==> config.mk <==
export PLATFORM = sky130hd
export DESIGN_NAME = bp_me_mem_arbiter_2to1
export DESIGN_NICKNAME = d
export VERILOG_FILES = /design/src/rtl/bp_me_mem_arbiter_2to1_pkg.sv /design/src/rtl/bp_me_mem_arbiter_2to1_tag_fifo.sv /design/src/rtl/bp_me_mem_arbiter_2to1.sv
export SDC_FILE = /design/constraint.sdc
export NUM_CORES = 1
export LEC_CHECK = 0
export ABC_AREA = 0
export CAP_MARGIN = 20
export CORE_AREA = 10 10 298 300
export DETAILED_ROUTE_END_ITERATION = 8
export DIE_AREA = 0 0 308 310
export GPL_ROUTABILITY_DRIVEN = 0
export PLACE_DENSITY_LB_ADDON = 0.3
export SETUP_SLACK_MARGIN = 0.15
export SYNTH_ARGS = -nofsm -noshare
export SYNTH_HDL_FRONTEND = slang
export SYNTH_SLANG_ARGS = --single-unit
export TNS_END_PERCENT = 20
==> constraint.sdc <==
create_clock -name clk_i -period 3.4 [get_ports clk_i]
set_input_delay 0.68 -clock clk_i [delete_from_list [all_inputs] [get_ports clk_i]]
set_output_delay 0.68 -clock clk_i [all_outputs]
set_load 0.05 [all_outputs]
==> src/rtl/bp_me_mem_arbiter_2to1_pkg.sv <==
// Shared types for the two-requester memory arbiter.
package bp_me_mem_arbiter_2to1_pkg;

    // Identifies which requester issued a command. These values are also the tags held in the order FIFO.
    typedef enum logic {
        e_arb_port0 = 1'b0,
        e_arb_port1 = 1'b1
    } bp_mem_arb_port_e;

endpackage

==> src/rtl/bp_me_mem_arbiter_2to1_tag_fifo.sv <==
// Small register-based FIFO that holds one tag per in-flight command.
module bp_me_mem_arbiter_2to1_tag_fifo #(
    parameter int unsigned width_p = 1,
    parameter int unsigned els_p   = 4
) (
    input  logic               clk,
    input  logic               reset,
    input  logic               push,
    input  logic [width_p-1:0] wdata,
    input  logic               pop,
    output logic [width_p-1:0] rdata,
    output logic               full,
    output logic               empty
);

    localparam int unsigned PtrW = (els_p > 1) ? $clog2(els_p) : 1;
    localparam int unsigned CntW = $clog2(els_p + 1);

    logic [width_p-1:0] mem_r [els_p];
    logic [PtrW-1:0]    rptr_r, wptr_r;
    logic [CntW-1:0]    count_r;
    logic               do_push, do_pop;

    function automatic logic [PtrW-1:0] ptr_inc(input logic [PtrW-1:0] p);
        return (p == PtrW'(els_p - 1)) ? '0 : p + 1'b1;
    endfunction

    assign full    = (count_r == CntW'(els_p));
    assign empty   = (count_r == '0);
    assign do_push = push & ~full;
    assign do_pop  = pop & ~empty;
    assign rdata   = mem_r[rptr_r];

    // Pointer and occupancy bookkeeping; simultaneous push and pop leave the count unchanged.
    always_ff @(posedge clk) begin
        if (reset) begin
            rptr_r  <= '0;
            wptr_r  <= '0;
            count_r <= '0;
        end else begin
            if (do_push) wptr_r <= ptr_inc(wptr_r);
            if (do_pop)  rptr_r <= ptr_inc(rptr_r);
            count_r <= count_r + CntW'(do_push) - CntW'(do_pop);
        end
    end

    // Storage needs no reset because occupancy is tracked by count_r.
    always_ff @(posedge clk) begin
        if (do_push) mem_r[wptr_r] <= wdata;
    end

endmodule

==> src/rtl/bp_me_mem_arbiter_2to1.sv <==
// Two-to-one memory port arbiter: round-robin on commands, in-order response routing.
module bp_me_mem_arbiter_2to1
    import bp_me_mem_arbiter_2to1_pkg::*;
#(
    parameter int unsigned mem_msg_width_p   = 128,
    parameter int unsigned outstanding_els_p = 4
) (
    input  logic                       clk_i,
    input  logic                       reset_i,

    input  logic [mem_msg_width_p-1:0] cmd0_i,
    input  logic                       cmd0_v_i,
    output logic                       cmd0_ready_o,
    input  logic [mem_msg_width_p-1:0] cmd1_i,
    input  logic                       cmd1_v_i,
    output logic                       cmd1_ready_o,

    output logic [mem_msg_width_p-1:0] resp0_o,
    output logic                       resp0_v_o,
    input  logic                       resp0_yumi_i,
    output logic [mem_msg_width_p-1:0] resp1_o,
    output logic                       resp1_v_o,
    input  logic                       resp1_yumi_i,

    output logic [mem_msg_width_p-1:0] mem_cmd_o,
    output logic                       mem_cmd_v_o,
    input  logic                       mem_cmd_ready_i,
    input  logic [mem_msg_width_p-1:0] mem_resp_i,
    input  logic                       mem_resp_v_i,
    output logic                       mem_resp_yumi_o
);

    bp_mem_arb_port_e last_grant_r, grant, head;
    logic             reset_r;
    logic             active;
    logic             fifo_full, fifo_empty;
    logic             fire;
    logic             grant_bit, head_bit;
    logic             resp_ok;

    // Handshakes stay quiet during reset and for one cycle after it.
    assign active = ~(reset_i | reset_r);

    // Round-robin: on contention the port not served last wins, otherwise the lone valid port.
    always_comb begin
        grant = e_arb_port0;
        if (cmd0_v_i & cmd1_v_i) begin
            grant = (last_grant_r == e_arb_port0) ? e_arb_port1 : e_arb_port0;
        end else if (cmd1_v_i) begin
            grant = e_arb_port1;
        end
    end

    assign mem_cmd_o    = (grant == e_arb_port1) ? cmd1_i : cmd0_i;
    assign mem_cmd_v_o  = active & (cmd0_v_i | cmd1_v_i) & ~fifo_full;
    assign fire         = mem_cmd_v_o & mem_cmd_ready_i;
    assign cmd0_ready_o = fire & (grant == e_arb_port0);
    assign cmd1_ready_o = fire & (grant == e_arb_port1);

    assign grant_bit = grant;
    assign head      = bp_mem_arb_port_e'(head_bit);

    assign resp_ok         = active & mem_resp_v_i & ~fifo_empty;
    assign resp0_o         = mem_resp_i;
    assign resp1_o         = mem_resp_i;
    assign resp0_v_o       = resp_ok & (head == e_arb_port0);
    assign resp1_v_o       = resp_ok & (head == e_arb_port1);
    assign mem_resp_yumi_o = (resp0_v_o & resp0_yumi_i) | (resp1_v_o & resp1_yumi_i);

    // Track reset history and remember the last port that issued a command.
    always_ff @(posedge clk_i) begin
        reset_r <= reset_i;
        if (reset_i) begin
            last_grant_r <= e_arb_port1;
        end else if (fire) begin
            last_grant_r <= grant;
        end
    end

    bp_me_mem_arbiter_2to1_tag_fifo #(
        .width_p(1),
        .els_p  (outstanding_els_p)
    ) u_tag_fifo (
        .clk  (clk_i),
        .reset(reset_i),
        .push (fire),
        .wdata(grant_bit),
        .pop  (mem_resp_yumi_o),
        .rdata(head_bit),
        .full (fifo_full),
        .empty(fifo_empty)
    );

    // A response with nothing outstanding means memory broke the protocol.
    resp_without_cmd_a: assert property (
        @(posedge clk_i) disable iff (reset_i || reset_r) !(mem_resp_v_i && fifo_empty)
    );

endmodule
==> results of run 1 <==
## metrics by stage
step | cell area (µm²) | hold WS (ns)
after floorplan | 4180 | 0.436
after global placement | 7470 | 0.496
after detailed placement | 7470 | 0.510
after CTS | 7550 | 0.517
after global routing | 7630 | 0.546
final | 7640 | 0.515
## critical path, delay by kind of cell
kind / cells / cell delay [ns]
compound gates: 1 / 0.28
buf+inv: 4 / 1.15
mux: 1 / 0.38
## synthesized netlist by cell type (all sizes together)
cell and instances:
inv 6, buf 269, nor2 9, mux4 1, ha 7, xnor2 1
or3b 1, nand4b 1, o311ai 1, nand2b 2, mux2 129, mux2i 3
nor2b 4, a211o 1, and3 4, fa 1, and3b 1, clkbuf 2
nand2 1, nor3 1, a21boi 1, dfxtp 11, edfxtp 4, xor2 1
or3 1, a21oi 1
## cells in the final DEF, fill, tap and decap left out, drive strengths merged, types with 2 or more instances in the layout
cell / n
clkdlybuf4s50: 263
buf: 148
mux2: 129
dfxtp: 11
nor2: 9
ha: 7
inv: 6
clkbuf: 5
and3: 4
nor2b: 4
edfxtp: 4
mux2i: 3
diode: 2
nand2b: 2
## what timing repair did
item | CTS | global route
buffers inserted | 0 | 4
gates resized for setup | 0 | 2
setup endpoints to repair | 0 | 35
## cells by family (layout without fill, tap and decap cells)
family          Yosys count  count (layout)  synth area share
fa+ha+maj                 8               8            0.0257
other cells               0               2                 0
buf+inv                 277             423             0.483
xor+xnor                  2               2           0.00419
flops                    15              15            0.0814
compound gates            4               4            0.0114
mux                     133             133             0.361
simple gates             25              25            0.0335
## worst min path at each step
stage	to	cells past startpoint
CTS	u_tag_fifo.wptr_r[0]$_SDFFE_PP0P_	2
floorplan	last_grant_r$_SDFFE_PP1N_	1
global route	u_tag_fifo.wptr_r[0]$_SDFFE_PP0P_	2
finish	u_tag_fifo.wptr_r[0]$_SDFFE_PP0P_	2
detailed placement	u_tag_fifo.wptr_r[0]$_SDFFE_PP0P_	2
global placement	u_tag_fifo.wptr_r[0]$_SDFFE_PP0P_	2
## layer usage
layer | vias to the layer above | routed length [µm]
li1 | 1574 | -
met4 | 10 | 416
met3 | 24 | 6100
met2 | 527 | 11500
met5 | - | 115
met1 | 1597 | 9830
## area by class of cell
| cell class | count | area, µm² |
|---|---|---|
| Clock inverter | 1 | 5.00 |
| Inverter | 6 | 22.5 |
| Timing Repair Buffer | 413 | 4010 |
| Sequential cell | 15 | 340 |
| Antenna cell | 2 | 5.00 |
| Tap cell | 1080 | 1350 |
| Multi-Input combinational cell | 172 | 1830 |
| Fill cell | 9601 | 75300 |
| Clock buffer | 3 | 75.1 |
## power by group
| part | internal (mW) | switching, mW |
|---|---|---|
| Sequential | 0.189 | 0.00522 |
| Clock | 0.157 | 0.0688 |
| Combinational | 0.611 | 0.735 |
==> results by group, run 1 <==
Status
  • Status: completed

Clock network
  • CTS Buf Count: 3
  • Clock-pin slew on the worst setup and hold paths: around 0.05 ns
  • Clock sinks: 15
  • Clock Path Buffers: 2
  • Htree depth: 1
  • Clk_lat worst skew: 0.24 ns
  • Clock root buffer: clkbuf_16
  • Hold-fix buffers, CTS: 0
  • CTS tree: yes

Synth
  • Mapped Cells: around 460
  • Mean Syn Cell Area: 9.01 µm²
  • Post-synthesis sequential area ratio: 0.0814
  • Flops & latches, synth: 15
  • Post-synth top area share: 0.460
  • Area contributors post-synth: buf_4 (46%), mux2_2 (34%), dfxtp_1 (5.3%)
  • Net Count, Synth: around 860
  • Mapped cell area: 0.00418 mm²
  • Synth warn: 0
  • Yosys top cell by area: buf_4
  • Cell variety after synth: 29

Floorplanning
  • Row count: between 100 and 150
  • Die height: slightly above 300 µm
  • Die W: about 310 µm
  • Die area: 0.0955 mm²
  • I/O Pins: 782
  • Core area: just over 0.08 mm²
  • Initial core utilization: 0.0504

Critical path
  • Arrival time at the worst endpoint: about 2.5 ns
  • Worst reg2reg setup slack: 0.79 ns
  • R2r worst-path depth: 11
  • Worst setup endpoint: mem_cmd_o[14]
  • Reg-to-reg endpoint: u_tag_fifo.count_r[2]$_SDFF_PP0_
  • CP Max Fanout: 29
  • CP startpoint kind: primary input
  • Crit Path Class: in2out
  • Cell Chain, Critical Path: clkdlybuf4s50_1 -> a21boi_4 -> buf_4 -> buf_6 -> mux2_2 -> buf_4
  • Req. time, crit path: roughly 2.7 ns
  • Highest-delay cell along the critical path: clkdlybuf4s50_1
  • Worst setup EP type: primary output
  • Worst path most repeated cell: buf_4
  • CP startpoint: cmd1_v_i
  • Reg2reg start: u_tag_fifo.mem_r[2]$_DFFE_PP_
  • Worst path max stage delay: ~0.52 ns

Final layout
  • Share of cells above drive strength 1: 0.470
  • Area Overhead vs Synth: 82.8%
  • Post-layout nets: around 1000
  • Final Non-Filler Cells: between 1500 and 2000
  • Fin util: 0.0921

STA
  • Unrepaired setup endpoints after global routing: yes
  • Slew Viols, Final: 0
  • TNS Setup: 0 ns
  • Minimum clock period: roughly 3.2 ns
  • Post-route setup slack: between 0.2 and 0.25 ns
  • Fmax: roughly 0.31 GHz
  • Final Skew: 0.000958 ns
  • Worst-Margin Slew: roughly 0.32 ns
  • Final Hold Viols: 0
  • Setup-failing EPs final: 0
  • Worst rel slew slack: 0.784
  • Final worst path period share: 0.935

Power and ir drop
  • Power per cell area: approximately 230 mW/mm²
  • VDD IR-drop max: around 110 µV
  • Design Power: between 1.5 and 2 mW
  • Leakage dissipation: 2.68 nW

Drt
  • Post-DRT Antenna Nets: 0
  • Residual DRC: 0
  • Drt pass-1 iters: 4
  • Wirelength, routed: around 28000 µm
  • Vias per cell: between 2 and 2.5
  • Vias: approximately 3700
  • Wirelength per Cell: 16.5 µm
  • DRT iter0 DRCs: 81

Global route
  • Met1 usage: 0.0527
  • Initial antenna violation count: 9
  • GRT busiest layer: met2
  • First-pass GRT wire length: 35600 µm
  • Overall Global Routing Usage: 0.0521
  • Gr ovfl total: 0
  • GR Util met3: 0.0528
  • Largest net degree at the start of global routing: 60
  • M2 GR Usage: 0.0758
  • Vias in the first global route: about 4400

Placement
  • Pre-CTS WS: 0.177 ns
  • I/O Buffers: 397
  • Placed cell count: 1680
  • Post-DP HPWL: 25100 µm

Min path
  • Worst Min Path Start: u_tag_fifo.wptr_r[0]$_SDFFE_PP0P_
  • Min-Delay Path Class: reg2reg

Run
  • Max Cap Viol: 0
Note: power is estimated with default switching activity, not from simulation.
==> run 2, diff against run 1 <==
--- a/config.mk
+++ b/config.mk
@@ -8,10 +8,12 @@
 export ABC_AREA = 0
 export CAP_MARGIN = 20
 export CORE_AREA = 10 10 298 300
+export CTS_CLUSTER_SIZE = 30
 export DETAILED_ROUTE_END_ITERATION = 8
 export DIE_AREA = 0 0 308 310
 export GPL_ROUTABILITY_DRIVEN = 0
 export PLACE_DENSITY_LB_ADDON = 0.3
+export REMOVE_ABC_BUFFERS = 1
 export SETUP_SLACK_MARGIN = 0.15
 export SYNTH_ARGS = -nofsm -noshare
 export SYNTH_HDL_FRONTEND = slang
==> run 2 against run 1 <==
Sequential share of layout area barely moved. First-iteration DRC count rose to 3.7 times the previous value. Routed wire length rose to 2.7 times the previous value. Cell count fell by 0.41%. Critical path type unchanged. Critical endpoint is now mem_cmd_o[62].
==> results by group, run 2 (synthesized netlist as in run 1, its figures left out) <==
Status
  • Status: completed

Final layout
  • Layout fillers: between 9000 and 10000
  • Most common cell after layout, fill and taps aside: clkdlybuf4s50_1
  • Most frequent cells in the layout: clkdlybuf4s50_1 (263), mux2_2 (128), buf_4 (115), buf_12 (29), dfxtp_1 (11)
  • Multi-input logic area: ~0.0018 mm²
  • Final Cell Area: between 0.007 and 0.008 mm²
  • Share of cells above drive strength 1: 0.465
  • Fin util: 0.0930
  • Area Overhead vs Synth: 84.5%
  • FF+latch area: 340 µm²
  • Post-layout nets: about 1000

Clock network
  • Hold-fix buffers, CTS: 0
  • Clock Path Buffers: 2
  • Post-CTS Resized: 0
  • Clk_lat worst skew: 0.24 ns
  • CTS Buf Count: 3
  • Setup bufs post-CTS: 0
  • Htree depth: 1
  • Clock root buffer: clkbuf_16
  • Clock sinks: 15
  • Clock-pin slew on the worst setup and hold paths: ~0.050 ns
  • CTS tree: yes

Critical path
  • Cell Chain, Critical Path: clkdlybuf4s50_1 -> a21boi_4 -> buf_12 -> buf_12 -> mux2_2 -> buf_4
  • Req. time, crit path: ~2.7 ns
  • CP startpoint kind: primary input
  • Crit Path Class: in2out
  • Arrival time at the worst endpoint: between 2 and 2.5 ns
  • Highest-delay cell along the critical path: clkdlybuf4s50_1
  • Worst path most repeated cell: buf_12
  • CP Max Fanout: 23
  • Worst reg2reg setup slack: roughly 0.8 ns
  • Worst setup EP type: primary output
  • Worst path max stage delay: approximately 0.5 ns

Power and ir drop
  • Power per cell area: 235 mW/mm²
  • VDD IR-drop max: about 190 µV
  • Leakage dissipation: 2.69 nW

Drt
  • Vias: approximately 4500
  • Residual DRC: 0
  • Drt pass-1 iters: 4
  • Wirelength per Cell: between 40 and 50 µm
  • DRT iter0 DRCs: 297
  • Vias per cell: between 2 and 3
  • Wirelength, routed: between 70000 and 80000 µm
  • Post-DRT Antenna Nets: 0

Floorplanning
  • I/O Pins: 782
  • Row count: around 110
  • Core area: about 0.083 mm²
  • Die W: 308 µm
  • Initial core utilization: 0.0504
  • Die height: 310 µm
  • Die area: 0.0955 mm²

STA
  • Final Hold Viols: 0
  • Post-route setup slack: 0.228 ns
  • Final worst path period share: 0.933
  • Minimum clock period: between 3 and 4 ns
  • Slew Viols, Final: 0
  • Unrepaired setup endpoints after global routing: no
  • Worst-Margin Slew: around 0.43 ns
  • Fmax: 0.315 GHz
  • Worst rel slew slack: 0.709
  • Setup-failing EPs final: 0
  • TNS Setup: 0 ns
  • WHS: a little over 0.5 ns
  • Final Skew: 0.00154 ns

Placement
  • I/O Buffers: ~400
  • Pre-CTS WS: about 0.20 ns
  • Area post-placement: 0.00762 mm²
  • Post-DP HPWL: 70500 µm

Run
  • Max Cap Viol: 0

Global route
  • Vias in the first global route: between 4000 and 5000
  • Largest net degree at the start of global routing: 25
  • Overall Global Routing Usage: 0.150
  • Initial antenna violation count: 11
  • First-pass GRT wire length: between 80000 and 90000 µm
  • Gr ovfl total: 0

Min path
  • Min-Delay Path Class: reg2reg
==> run 2: cell types whose count changed in the layout (fill, tap and decap cells not counted), sizes merged <==
cell / delta
clkinv: -1
clkinvlp: +1
buf: -4
diode: -1
clkbuf: -2
==> run 2: path summary, 6_finish.rpt <==
check / startpoint / to / cells past startpoint
worst max-delay path: cmd1_v_i / mem_cmd_o[62] / 6
worst min-delay path: u_tag_fifo.rptr_r[1]$_SDFFE_PP0N_ / u_tag_fifo.rptr_r[1]$_SDFFE_PP0N_ / 2
worst max register to register: u_tag_fifo.mem_r[3]$_DFFE_PP_ / u_tag_fifo.count_r[2]$_SDFF_PP0_ / 11
worst min register to register: u_tag_fifo.rptr_r[1]$_SDFFE_PP0N_ / u_tag_fifo.rptr_r[1]$_SDFFE_PP0N_ / 2
==> run 2: layout make-up <==
type	instances	share of cell area
Sequential cell	15	0.0441
Clock buffer	3	0.00974
Antenna cell	1	0.000325
Timing Repair Buffer	407	0.529
Clock inverter	1	0.000974
Tap cell	1080	0.175
Multi-Input combinational cell	172	0.238
Inverter	6	0.00292
==> run 2: per-stage QoR <==
stage	std cells	power [mW]
floorplan	193	0.899
finish	1685	1.82
CTS	1684	1.85
global route	1684	1.89
global placement	1680	1.61
detailed placement	1680	1.61
==> run 2: critical path, delay by kind of cell <==
family,cells,cell delay (ns)
buffers and inverters,4,1.12
AOI/OAI and AO/OA,1,0.22
muxes,1,0.38
==> run 2: per-layer routing <==
| metal | share of wire | vias up | wire [µm] | track usage |
|---|---|---|---|---|
| met4 | 0.028 | 47 | 2140 | 0.0311 |
| met5 | 0.026 | - | 1980 | 0.151 |
| met1 | 0.24 | 1824 | 18400 | 0.0965 |
| met3 | 0.29 | 79 | 22300 | 0.216 |
| li1 | - | 1562 | - | - |
| met2 | 0.41 | 975 | 30800 | 0.223 |
==> run 2: power breakdown <==
| part | switching, mW | internal (mW) |
|---|---|---|
| clock | 0.0756 | 0.158 |
| combinational | 0.754 | 0.632 |
| sequential | 0.00558 | 0.189 |
| total | 0.835 | 0.980 |
==> run 3, diff against run 2 <==
--- a/config.mk
+++ b/config.mk
@@ -6,12 +6,12 @@
 export NUM_CORES = 1
 export LEC_CHECK = 0
 export ABC_AREA = 0
-export CAP_MARGIN = 20
-export CORE_AREA = 10 10 298 300
+export CORE_AREA = 2 2 308 310
 export CTS_CLUSTER_SIZE = 30
 export DETAILED_ROUTE_END_ITERATION = 8
-export DIE_AREA = 0 0 308 310
+export DIE_AREA = 0 0 310 312
 export GPL_ROUTABILITY_DRIVEN = 0
+export MAX_ROUTING_LAYER = met4
 export PLACE_DENSITY_LB_ADDON = 0.3
 export REMOVE_ABC_BUFFERS = 1
 export SETUP_SLACK_MARGIN = 0.15
==> run 3 against run 2 <==
Sequential power barely moved. Non-clock buffer count did not move. Fmax fell by 0.90%. Via count rose by 0.80%.
==> results by group, run 3 (synthesized netlist as in run 1, its figures left out) <==
Status
  • Status: completed

Clock network
  • Clk_lat worst skew: ~0.25 ns
  • Clock sinks: 15
  • CTS tree: yes
  • Setup bufs post-CTS: 0
  • Clock-pin slew on the worst setup and hold paths: 0.05 ns
  • CTS Buf Count: 3
  • Clock Path Buffers: 2
  • Htree depth: 1
  • Clock root buffer: clkbuf_16

Power and ir drop
  • Switching share of power: 0.458
  • Leakage dissipation: between 2 and 3 nW
  • Sequential power share: 0.106
  • VDD IR-drop max: between 100 and 150 µV
  • Logic pwr share: 0.767
  • Psw: approximately 0.84 mW
  • Power per cell area: approximately 230 mW/mm²
  • Int Power: about 0.99 mW
  • Clock power share: 0.126

Critical path
  • CP Max Fanout: 24
  • CP startpoint kind: primary input
  • Crit Path Class: in2out
  • Arrival time at the worst endpoint: approximately 2.5 ns
  • Highest-delay cell along the critical path: clkdlybuf4s50_1
  • Worst path max stage delay: around 0.51 ns
  • Req. time, crit path: 2.72 ns
  • Worst setup EP type: primary output
  • Cell Chain, Critical Path: clkdlybuf4s50_1 -> a21boi_4 -> buf_12 -> buf_16 -> mux2_2 -> buf_12
  • Worst path most repeated cell: buf_12

Global route
  • Initial antenna violation count: 14
  • Largest net degree at the start of global routing: 28
  • Vias in the first global route: about 4300
  • GR Util met3: 0.217
  • Met1 usage: 0.101
  • First-pass GRT wire length: around 84000 µm
  • M2 GR Usage: 0.227
  • Gr ovfl total: 0
  • GRT busiest layer: met2
  • Overall Global Routing Usage: 0.153

Final layout
  • Fin util: 0.0863
  • Area Overhead vs Synth: 92.2%
  • Most frequent cells in the layout: clkdlybuf4s50_1 (263), mux2_2 (127), buf_4 (110), buf_12 (32), dfxtp_1 (11)
  • Share of cells above drive strength 1: 0.465
  • Layout fillers: roughly 11000
  • Most common cell after layout, fill and taps aside: clkdlybuf4s50_1
  • Post-layout nets: 1005

STA
  • WHS: 0.519 ns
  • Final Hold Viols: 0
  • Post-route setup slack: approximately 0.20 ns
  • Final Skew: ~0.002 ns
  • Fmax: between 0.3 and 0.4 GHz
  • Slew Viols, Final: 0
  • Final worst path period share: 0.942
  • Worst rel slew slack: 0.680
  • Unrepaired setup endpoints after global routing: no
  • Minimum clock period: 3.20 ns
  • Worst-Margin Slew: ~0.48 ns
  • Setup-failing EPs final: 0

Drt
  • Drt pass-1 iters: 4
  • Residual DRC: 0
  • Post-DRT Antenna Nets: 0
  • Wirelength per Cell: 40.6 µm
  • DRT iter0 DRCs: around 280
  • Vias: ~4500
  • Wirelength, routed: about 76000 µm
  • Vias per cell: roughly 2.4

Floorplanning
  • Die area: 0.0967 mm²
  • Row count: between 100 and 150
  • I/O Pins: 782
  • Die height: around 310 µm
  • Core area: 0.0930 mm²
  • Initial core utilization: 0.0449
  • Die W: around 310 µm

Placement
  • Pre-CTS WS: 0.143 ns
  • I/O Buffers: 397
  • Post-DP HPWL: between 60000 and 70000 µm

Min path
  • Min-Delay Path Class: reg2reg

Run
  • Max Cap Viol: 0
-- run 3: cell types whose count changed in the layout (fill, tap and decap cells not counted) --
cell        change
clkbuf_16       +1
mux2_4          +1
mux2_2          -1
clkinv_2        +1
clkinvlp_4      -1
buf_16          +1
diode_2        +12
buf_12          +3
buf_4           -5
-- run 3: area by class of cell --
cell class / instances / area [µm²] / share of cell area
Timing Repair Buffer: 407 / 4150 / 0.517
Multi-Input combinational cell: 172 / 1840 / 0.229
Clock inverter: 1 / 5.00 / 0.000623
Antenna cell: 13 / 32.5 / 0.00405
Inverter: 6 / 22.5 / 0.00280
Clock buffer: 3 / 75.1 / 0.00935
Sequential cell: 15 / 340 / 0.0424
Tap cell: 1254 / 1570 / 0.195
-- run 3: power groups by stage --
stage	combinational, mW	sequential, mW	clock [mW]
6_report	1.40	0.195	0.231
5_1_grt	1.47	0.195	0.246
4_1_cts	1.43	0.195	0.232
3_5_place_dp	1.42	0.198	0
3_3_place_gp	1.42	0.198	0
2_1_floorplan	0.702	0.197	0
-- run 3: worst paths after layout --
check / from / to / slack [ns] / cells after the start
max: cmd1_v_i / mem_cmd_o[80] / 0.20 / 6
min: u_tag_fifo.wptr_r[0]$_SDFFE_PP0P_ / u_tag_fifo.wptr_r[0]$_SDFFE_PP0P_ / 0.52 / 2
max reg2reg: flop / u_tag_fifo.count_r[2]$_SDFF_PP0_ / 0.80 / 11
min reg2reg: u_tag_fifo.wptr_r[0]$_SDFFE_PP0P_ / u_tag_fifo.wptr_r[0]$_SDFFE_PP0P_ / 0.52 / 2
-- run 3: repair_timing --
item	CTS	global route
setup endpoints to repair	2	2
cloned	0	1
resized for setup	2	0
hold buffers	0	0
-- run 3: per-stage QoR --
step           power (mW)  cell area [µm²]  TNS, ns  std cells
6_report             1.83             8030        0       1871
5_1_grt              1.91             8030        0       1871
4_1_cts              1.85             7980        0       1857
3_5_place_dp         1.62             7880        0       1853
3_3_place_gp         1.62             7880        0       1853
2_1_floorplan       0.899             2180  -711.95        193
-- run 3: per-layer routing --
metal | part of all wire | up-vias
li1 | - | 1582
met5 | 0 | -
met1 | 0.24 | 1867
met3 | 0.31 | 35
met4 | 0.021 | 0
met2 | 0.42 | 1039
-- run 3: worst max-delay path, delay by kind of cell --
kind | cells | cell delay [ns]
buf+inv | 4 | 1.11
mux | 1 | 0.45
compound gates | 1 | 0.21
